## config.mk

```make
export PLATFORM = sky130hd
export DESIGN_NAME = pll_reconfig_slave_flat
export DESIGN_NICKNAME = d
export VERILOG_FILES = /design/src/rtl/pll_reconfig_pkg.sv /design/src/rtl/pll_reconfig_slave_if.sv /design/src/rtl/pll_lock_timer.sv /design/src/rtl/pll_reconfig_slave.sv /design/src/flat_wrapper.sv
export SDC_FILE = /design/constraint.sdc
export NUM_CORES = 1
export LEC_CHECK = 0
export BUFFER_PORTS_ARGS = -buffer_cell sky130_fd_sc_hd__clkbuf_2
export CAP_MARGIN = 20
export CORE_AREA = 5 5 136 138
export DETAILED_ROUTE_END_ITERATION = 10
export DIE_AREA = 0 0 141 143
export PLACE_DENSITY = 0.74
export SETUP_SLACK_MARGIN = 0.15
export SLEW_MARGIN = 20
export SYNTH_ARGS = -nofsm -noshare
export SYNTH_HDL_FRONTEND = slang
export SYNTH_SLANG_ARGS = --single-unit
```

## constraint.sdc

```tcl
create_clock -name clk -period 3.1 [get_ports clk]
set_clock_uncertainty 0.1 [all_clocks]
set_input_delay 0 -clock clk [delete_from_list [all_inputs] [get_ports clk]]
set_output_delay 0 -clock clk [all_outputs]
set_load 0.1 [all_outputs]
```

## src/rtl/pll_reconfig_pkg.sv

```systemverilog
// PLL reconfiguration slave: shared constants.
// Register map, FSM encoding and reset counter settings.
package pll_reconfig_pkg;

  localparam logic [5:0] ADDR_MODE   = 6'd0;
  localparam logic [5:0] ADDR_STATUS = 6'd1;
  localparam logic [5:0] ADDR_START  = 6'd2;
  localparam logic [5:0] ADDR_N      = 6'd3;
  localparam logic [5:0] ADDR_M      = 6'd4;
  localparam logic [5:0] ADDR_C      = 6'd5;
  localparam logic [5:0] ADDR_BW     = 6'd8;
  localparam logic [5:0] ADDR_CP     = 6'd9;

  localparam logic [2:0] ST_IDLE     = 3'd0;
  localparam logic [2:0] ST_LOAD     = 3'd1;
  localparam logic [2:0] ST_SHIFT    = 3'd2;
  localparam logic [2:0] ST_LOCKWAIT = 3'd3;
  localparam logic [2:0] ST_DONE     = 3'd4;

  typedef struct packed {
    logic [17:0] m;
    logic [17:0] n;
    logic [17:0] c;
    logic [3:0]  bw;
    logic [2:0]  cp;
  } pll_cfg_t;

  localparam pll_cfg_t RST_CFG = '{
    m:  18'h02525,
    n:  18'h20302,
    c:  18'h20302,
    bw: 4'd6,
    cp: 3'd3
  };

endpackage

```

## src/rtl/pll_reconfig_slave_if.sv

```systemverilog
// PLL reconfiguration slave: management bus.
// Master drives address/strobes/data, slave returns read data.
interface pll_reconfig_slave_if;
  logic [5:0]  mgmt_address;
  logic        mgmt_read;
  logic        mgmt_write;
  logic [31:0] mgmt_writedata;
  logic [31:0] mgmt_readdata;

  modport master (
    output mgmt_address, mgmt_read,
    output mgmt_write, mgmt_writedata,
    input  mgmt_readdata
  );

  modport slave (
    input  mgmt_address, mgmt_read,
    input  mgmt_write, mgmt_writedata,
    output mgmt_readdata
  );
endinterface

```

## src/rtl/pll_lock_timer.sv

```systemverilog
// PLL reconfiguration slave: lock synchronizer and timeout.
// Counter runs only while en_i is high and saturates.
module pll_lock_timer #(
  parameter int LOCK_TIMEOUT = 1023
) (
  input  logic clk,
  input  logic reset_n,
  input  logic locked_i,
  input  logic en_i,
  output logic lock_ok,
  output logic lock_timeout
);

  logic [1:0]  sync_q;
  logic [15:0] cnt_q;

  // two-flop synchronizer for the asynchronous lock input
  always_ff @(posedge clk or negedge reset_n) begin
    if (!reset_n) sync_q <= '0;
    else          sync_q <= {sync_q[0], locked_i};
  end

  // cycles spent waiting for lock, cleared when not waiting
  always_ff @(posedge clk or negedge reset_n) begin
    if (!reset_n)               cnt_q <= '0;
    else if (!en_i)             cnt_q <= '0;
    else if (cnt_q != 16'hFFFF) cnt_q <= cnt_q + 16'd1;
  end

  assign lock_ok      = sync_q[1];
  assign lock_timeout = cnt_q >= 16'(LOCK_TIMEOUT);

endmodule

```

## src/rtl/pll_reconfig_slave.sv

```systemverilog
// PLL reconfiguration slave: register file and sequencer.
// Define PLL_RECONFIG_READBACK_EN to read back shadow settings.
module pll_reconfig_slave
  import pll_reconfig_pkg::*;
#(
  parameter int RECONF_CYCLES = 16,
  parameter int LOCK_TIMEOUT  = 1023
) (
  input  logic                  clk,
  input  logic                  reset_n,
  pll_reconfig_slave_if.slave   mgmt,
  input  logic                  pll_locked,
  output logic [17:0]           pll_m,
  output logic [17:0]           pll_n,
  output logic [17:0]           pll_c,
  output logic [3:0]            pll_bw,
  output logic [2:0]            pll_cp,
  output logic                  cfg_update,
  output logic                  busy
);

  logic [2:0]  state_q, state_d;
  logic [7:0]  shift_q;
  logic        mode_q;
  logic [1:0]  status_q;
  pll_cfg_t    shadow_q, stage_q, applied_q;
  logic        cfg_q;
  logic [31:0] rdata_q, rd_mux;
  logic        lock_ok, lock_timeout;
  logic        start_acc, shift_done, lock_exit;
  logic [5:0]  addr;
  logic [31:0] wd;
  logic        unused_wd;

  assign addr       = mgmt.mgmt_address;
  assign wd         = mgmt.mgmt_writedata;
  assign unused_wd  = ^wd[31:18];
  assign start_acc  = mgmt.mgmt_write &&
                      addr == ADDR_START &&
                      state_q == ST_IDLE;
  assign shift_done = state_q == ST_SHIFT &&
                      shift_q == 8'(RECONF_CYCLES - 1);
  assign lock_exit  = state_q == ST_LOCKWAIT &&
                      (lock_ok || lock_timeout);

  pll_lock_timer #(
    .LOCK_TIMEOUT (LOCK_TIMEOUT)
  ) u_lock (
    .clk          (clk),
    .reset_n      (reset_n),
    .locked_i     (pll_locked),
    .en_i         (state_q == ST_LOCKWAIT),
    .lock_ok      (lock_ok),
    .lock_timeout (lock_timeout)
  );

  // sequencer next state
  always_comb begin
    state_d = state_q;
    case (state_q)
      ST_IDLE:     if (start_acc)  state_d = ST_LOAD;
      ST_LOAD:                     state_d = ST_SHIFT;
      ST_SHIFT:    if (shift_done) state_d = ST_LOCKWAIT;
      ST_LOCKWAIT: if (lock_exit)  state_d = ST_DONE;
      default:                     state_d = ST_IDLE;
    endcase
  end

  // state register and shift-phase counter
  always_ff @(posedge clk or negedge reset_n) begin
    if (!reset_n) begin
      state_q <= ST_IDLE;
      shift_q <= '0;
    end else begin
      state_q <= state_d;
      shift_q <= (state_q == ST_SHIFT) ? shift_q + 8'd1 : '0;
    end
  end

  // mode and shadow settings, writable at any time
  always_ff @(posedge clk or negedge reset_n) begin
    if (!reset_n) begin
      mode_q   <= 1'b0;
      shadow_q <= RST_CFG;
    end else if (mgmt.mgmt_write) begin
      unique case (1'b1)
        (addr == ADDR_MODE): mode_q      <= wd[0];
        (addr == ADDR_N):    shadow_q.n  <= wd[17:0];
        (addr == ADDR_M):    shadow_q.m  <= wd[17:0];
        (addr == ADDR_C):    shadow_q.c  <= wd[17:0];
        (addr == ADDR_BW):   shadow_q.bw <= wd[3:0];
        (addr == ADDR_CP):   shadow_q.cp <= wd[2:0];
        default: ;
      endcase
    end
  end

  // status: cleared on start, set with error flag on completion
  always_ff @(posedge clk or negedge reset_n) begin
    if (!reset_n)       status_q <= 2'b01;
    else if (start_acc) status_q <= 2'b00;
    else if (lock_exit) status_q <= {~lock_ok, 1'b1};
  end

  // staging snapshot, applied settings and update pulse
  always_ff @(posedge clk or negedge reset_n) begin
    if (!reset_n) begin
      stage_q   <= RST_CFG;
      applied_q <= RST_CFG;
      cfg_q     <= 1'b0;
    end else begin
      cfg_q <= shift_done;
      if (state_q == ST_LOAD) stage_q   <= shadow_q;
      if (shift_done)         applied_q <= stage_q;
    end
  end

  // read data mux
  always_comb begin
    rd_mux = '0;
    unique case (1'b1)
      (addr == ADDR_MODE):   rd_mux[0]    = mode_q;
      (addr == ADDR_STATUS): rd_mux[1:0]  = status_q;
`ifdef PLL_RECONFIG_READBACK_EN
      (addr == ADDR_N):      rd_mux[17:0] = shadow_q.n;
      (addr == ADDR_M):      rd_mux[17:0] = shadow_q.m;
      (addr == ADDR_C):      rd_mux[17:0] = shadow_q.c;
      (addr == ADDR_BW):     rd_mux[3:0]  = shadow_q.bw;
      (addr == ADDR_CP):     rd_mux[2:0]  = shadow_q.cp;
`endif
      default: ;
    endcase
  end

  // registered read data
  always_ff @(posedge clk or negedge reset_n) begin
    if (!reset_n)            rdata_q <= '0;
    else if (mgmt.mgmt_read) rdata_q <= rd_mux;
  end

  assign mgmt.mgmt_readdata = rdata_q;
  assign pll_m      = applied_q.m;
  assign pll_n      = applied_q.n;
  assign pll_c      = applied_q.c;
  assign pll_bw     = applied_q.bw;
  assign pll_cp     = applied_q.cp;
  assign cfg_update = cfg_q;
  assign busy       = state_q == ST_LOAD  ||
                      state_q == ST_SHIFT ||
                      state_q == ST_LOCKWAIT;

endmodule

```

## src/flat_wrapper.sv

```systemverilog
// flat-port wrapper written by rule: the top's interface ports become plain ports
module pll_reconfig_slave_flat import pll_reconfig_pkg::*;
#(
  parameter int RECONF_CYCLES = 16,
  parameter int LOCK_TIMEOUT  = 1023
)
  (clk, reset_n, pll_locked, pll_m, pll_n, pll_c, pll_bw, pll_cp, cfg_update, busy, mgmt_mgmt_address, mgmt_mgmt_read, mgmt_mgmt_write, mgmt_mgmt_writedata, mgmt_mgmt_readdata);
  pll_reconfig_slave_if mgmt_i ();
  input  logic clk;
  input  logic reset_n;
  input  logic pll_locked;
  output logic [17:0] pll_m;
  output logic [17:0] pll_n;
  output logic [17:0] pll_c;
  output logic [3:0] pll_bw;
  output logic [2:0] pll_cp;
  output logic cfg_update;
  output logic busy;
  input wire logic [$bits(mgmt_i.mgmt_address)-1:0] mgmt_mgmt_address;
  input wire logic [$bits(mgmt_i.mgmt_read)-1:0] mgmt_mgmt_read;
  input wire logic [$bits(mgmt_i.mgmt_write)-1:0] mgmt_mgmt_write;
  input wire logic [$bits(mgmt_i.mgmt_writedata)-1:0] mgmt_mgmt_writedata;
  output wire logic [$bits(mgmt_i.mgmt_readdata)-1:0] mgmt_mgmt_readdata;
  assign mgmt_i.mgmt_address = mgmt_mgmt_address;
  assign mgmt_i.mgmt_read = mgmt_mgmt_read;
  assign mgmt_i.mgmt_write = mgmt_mgmt_write;
  assign mgmt_i.mgmt_writedata = mgmt_mgmt_writedata;
  assign mgmt_mgmt_readdata = mgmt_i.mgmt_readdata;
  pll_reconfig_slave #(.RECONF_CYCLES(RECONF_CYCLES), .LOCK_TIMEOUT(LOCK_TIMEOUT)) u_core (.clk(clk), .reset_n(reset_n), .mgmt(mgmt_i), .pll_locked(pll_locked), .pll_m(pll_m), .pll_n(pll_n), .pll_c(pll_c), .pll_bw(pll_bw), .pll_cp(pll_cp), .cfg_update(cfg_update), .busy(busy));
endmodule
```

==> results.md <==
STA:
- The final-report max-slew violation count is 0.
- In the final timing run, aggregate negative setup slack is 0 ns.
- The final setup violation count is 0.
- The minimum clock period after layout is 2.43 ns.
- The worst pin sits at a relative slew slack of 29.7%.
- The transition time at the pin with the least slew margin is 1.05 ns.
- The hold violation total from the final report came to 0.
- The setup slack after layout is 0.668 ns.
- The top achievable clock speed is 0.411 GHz.
- Setup repair after global routing left no endpoint under its margin.
- The share of the clock period used by the worst path after layout is 78.5%.

Drt:
- The mean routed wirelength per cell is 17.9 um.
- The number of violations reported at the end of detailed-routing iteration 0 is 239.
- After detailed routing, the wire length on met1 is 7460 um.
- In the routed design, unresolved DRC markers number 0.
- The via count normalized by instance count is 5.31.
- The first TritonRoute pass finished after 4 iterations.
- Wire segments on met3 add up to 799 um in the final route.
- The count of nets left with antenna violations after detail routing is 0.
- Wires add up to 17,500 um.
- The uppermost metal layer occupied by signal nets is met4.
- The met2 routed wirelength is 8960 um.
- The detailed router placed 5,191 vias in this run.

Cells and area:
- Relative to the synthesized area, the layout overhead comes to 17.2%.
- The number of antenna diodes in the final layout is 0.
- The post-route cell area is 0.0107 mm2.
- At the end of the flow the core is filled with cells to 62.7%.
- For this run, the post-layout net count is 782.
- The layout has 1,278 filler cells.
- The share of final-layout standard cells stronger than drive strength 1 is 50.2%.

Floorplan:
- In this run the horizontal extent of the chip is 141 um.
- The initial core utilization is 53.5%.
- The die is 143 um tall.
- The floorplan has 48 rows.
- The area enclosed by the die boundary is 0.0202 mm2.
- The I/O pin count is 138.
- The total area inside the core boundary comes to 0.0171 mm2.

Run:
- Max-cap violations in this run came to 0.

Critical path:
- The worst setup path is captured at a register.
- Along the worst path, the maximum fanout reaches 40.
- The worst setup path is launched from a register.
- The setup path with the least slack is of type register to register.
- For the worst setup path, the data required time is 3.37 ns.
- Data arrives at the worst endpoint at 2.70 ns.

Outcome:
- The flow ran to the end, and the final reports show no timing, DRC or antenna violations.

Pwr:
- The analysis attributes to cell leakage a power of 5.32 nW.
- The worst supply voltage drop on vdd is 369 uV.
- Dividing total power by cell area gives a power density of 583 mW/mm2.

Yosys:
- The netlist area before placement is 0.00912 mm2.
- The count of synthesis-stage warnings from yosys is 0.
- The synthesized design contains 218 register bits.
- In the synthesized netlist the dominant register cell turns out to be dfrtp_1.
- The fraction of registers with async set/reset is 100%.
- In the synthesized netlist, the number of instances is 602.
- The number of different library cells used by synthesis comes to 49.
- Sequential elements use 60.6% of the synthesized area.
- The synthesized area per cell is 15.1 um2.
- The number of enable-type register cells in the synthesized netlist is 0.

Clock tree:
- At the later pin of the worst-skew pair, clock insertion delay measures 0.50 ns.
- The clock drives 218 sinks.
- Post-CTS repair changed the size of 0 cells.
- The quantity of hold-fixing buffers added after cts is 32.
- The setup fix buffers added after clock tree synthesis is 0.
- The clock passes through at most 3 buffers.
- TritonCTS built the clock tree.
- The clock root buffer master is clkbuf_16.
- The clock buffer count from CTS is 23.
- The number of levels the H-tree was split into is 1.
- Clock-pin slew was measured on the worst setup and hold paths at 0.06 ns.

Place:
- The detailed-placement wirelength estimate is 11,200 um.
- The cell area reported after detailed placement is 0.00966 mm2.
- The placement-stage worst setup slack is 0.694 ns.
- The number of port buffers is 93.
- The weighted congestion at the end of routability-driven global placement is 0.915.

Global routing:
- For this run, the total global-route usage over all layers was measured as 17.8%.
- After global routing the overflow that remains totals 0.
- The number of global-route vias before repair is 5,630.
- The initial antenna violation count is 0.
- Entering global routing, the biggest net connects 89 pins.
- The wire length of the first global-routing pass is 29,300 um.

Worst hold path:
- The tightest min-delay check is of the input port to async pin type.
cells in the mapped netlist (3+ instances only):
library cell | number | area, um2
or3_1 | 4 | 25.0
a21oi_1 | 7 | 35.0
mux2_2 | 125 | 1410
buf_12 | 6 | 120
nand3_1 | 14 | 70.1
mux2_4 | 59 | 886
mux2i_1 | 4 | 40.0
dfrtp_1 | 163 | 4080
clkbuf_1 | 13 | 48.8
nor2_1 | 15 | 56.3
a31oi_1 | 5 | 31.3
nor3_1 | 8 | 40.0
a211oi_1 | 3 | 22.5
inv_1 | 8 | 30.0
buf_6 | 3 | 33.8
o21ai_0 | 10 | 50.1
and3_1 | 5 | 31.3
or4_1 | 4 | 30.0
nand4_1 | 3 | 18.8
buf_4 | 30 | 225
nand2_1 | 15 | 56.3
and4_1 | 5 | 43.8
dfstp_2 | 55 | 1450
nor4_1 | 3 | 18.8
through the flow:
step / power (mW) / hold WS, ns / instances
after CTS: 6.31 / 0.0257 / 978
after detailed placement: 3.67 / 0.000660 / 905
after global routing: 6.50 / 0.0495 / 978
after floorplan: 3.55 / -0.396 / 631
final: 6.23 / 0.0120 / 978
after global placement: 3.64 / -0.00781 / 904
cells in the final DEF, fill, tap and decap left out, types with 4 or more instances in the layout:
master         Yosys  layout
nor2_1            15      15
nor3_1             8       8
or4_1              4       4
a21oi_1            7       7
clkbuf_16          0      23
and4_1             5       5
a31oi_1            5       5
mux2_2           125     125
clkbuf_2           0      92
dlygate4sd3_1      0      32
inv_1              8       8
clkbuf_1          13       9
and3_1             5       5
buf_4             30       7
conb_1             1      30
mux2_4            59      59
o21ai_0           10      10
dfrtp_1          163     163
clkbuf_8           0       4
or3_1              4       4
nand3_1           14      14
nand2_1           15      15
mux2i_1            4       4
dfstp_2           55      55
path summary, 6_finish.rpt:
path                                    startpoint                       to  slack, ns  cells past startpoint
min in group clk                        pll_locked  u_core.u_lock.sync_q[0]       0.05                      2
min                                        reset_n       u_core.stage_q[46]       0.01                      2
min reg2reg                u_core.u_lock.sync_q[0]  u_core.u_lock.sync_q[1]       0.25                      0
max reg2reg                      u_core.state_q[2]          u_core.pll_m[7]       0.67                      4
max in group asynchronous                  reset_n         u_core.pll_m[10]       1.94                      3
max                              u_core.state_q[2]          u_core.pll_m[7]       0.67                      4
final cells by class:
cell class	instances	area, um2	share of cell area (%)
Inverter	9	33.8	0.316
Clock inverter	6	61.3	0.574
Sequential cell	218	5520	51.7
Clock buffer	35	651	6.09
Timing Repair Buffer	135	902	8.44
Tap cell	225	282	2.63
Multi-Input combinational cell	350	3240	30.3
registers in the layout, indices dropped and copies added, names as in the netlist:
register / flops
u_core.mode_q: 1
u_core.status_q: 2
u_core.pll_n: 18
u_core.cfg_update: 1
u_core.pll_m: 18
u_core.pll_c: 18
u_core.pll_cp: 3
u_core.u_lock.sync_q: 2
u_core.pll_bw: 4
u_core.stage_q: 61
u_core.u_lock.cnt_q: 16
u_core.mgmt.mgmt_readdata: 2
u_core.shift_q: 8
u_core.shadow_q: 61
u_core.state_q: 3
report_power, final:
part	internal (mW)	switching (mW)
registers	3.04	0.0829
logic	0.173	0.348
clock network	1.53	1.06
routing by layer:
metal  track usage [%]  vias up
li1                  -     2367
met1              23.3     2676
met2              31.0      122
met3              3.11       26
met4              4.39        0
met5                 0        -
cell families (layout without fill, tap and decap cells):
family,after synthesis,in the layout,synth area share [%]
mux,188,188,25.6
xor+xnor,4,4,0.384
other cells,1,30,0.0411
buf+inv,63,185,5.17
compound gates,36,36,2.50
simple gates,90,90,5.45
flops,218,218,60.6
fa+ha+maj,2,2,0.274
worst max-delay path: stages, from the launching register on:
cell	delay (ns)
dfrtp_1	0.45
or3_1	0.54
or3_4	0.43
buf_4	0.36
mux2_4	0.38
Power figures use the tool's default switching activity.
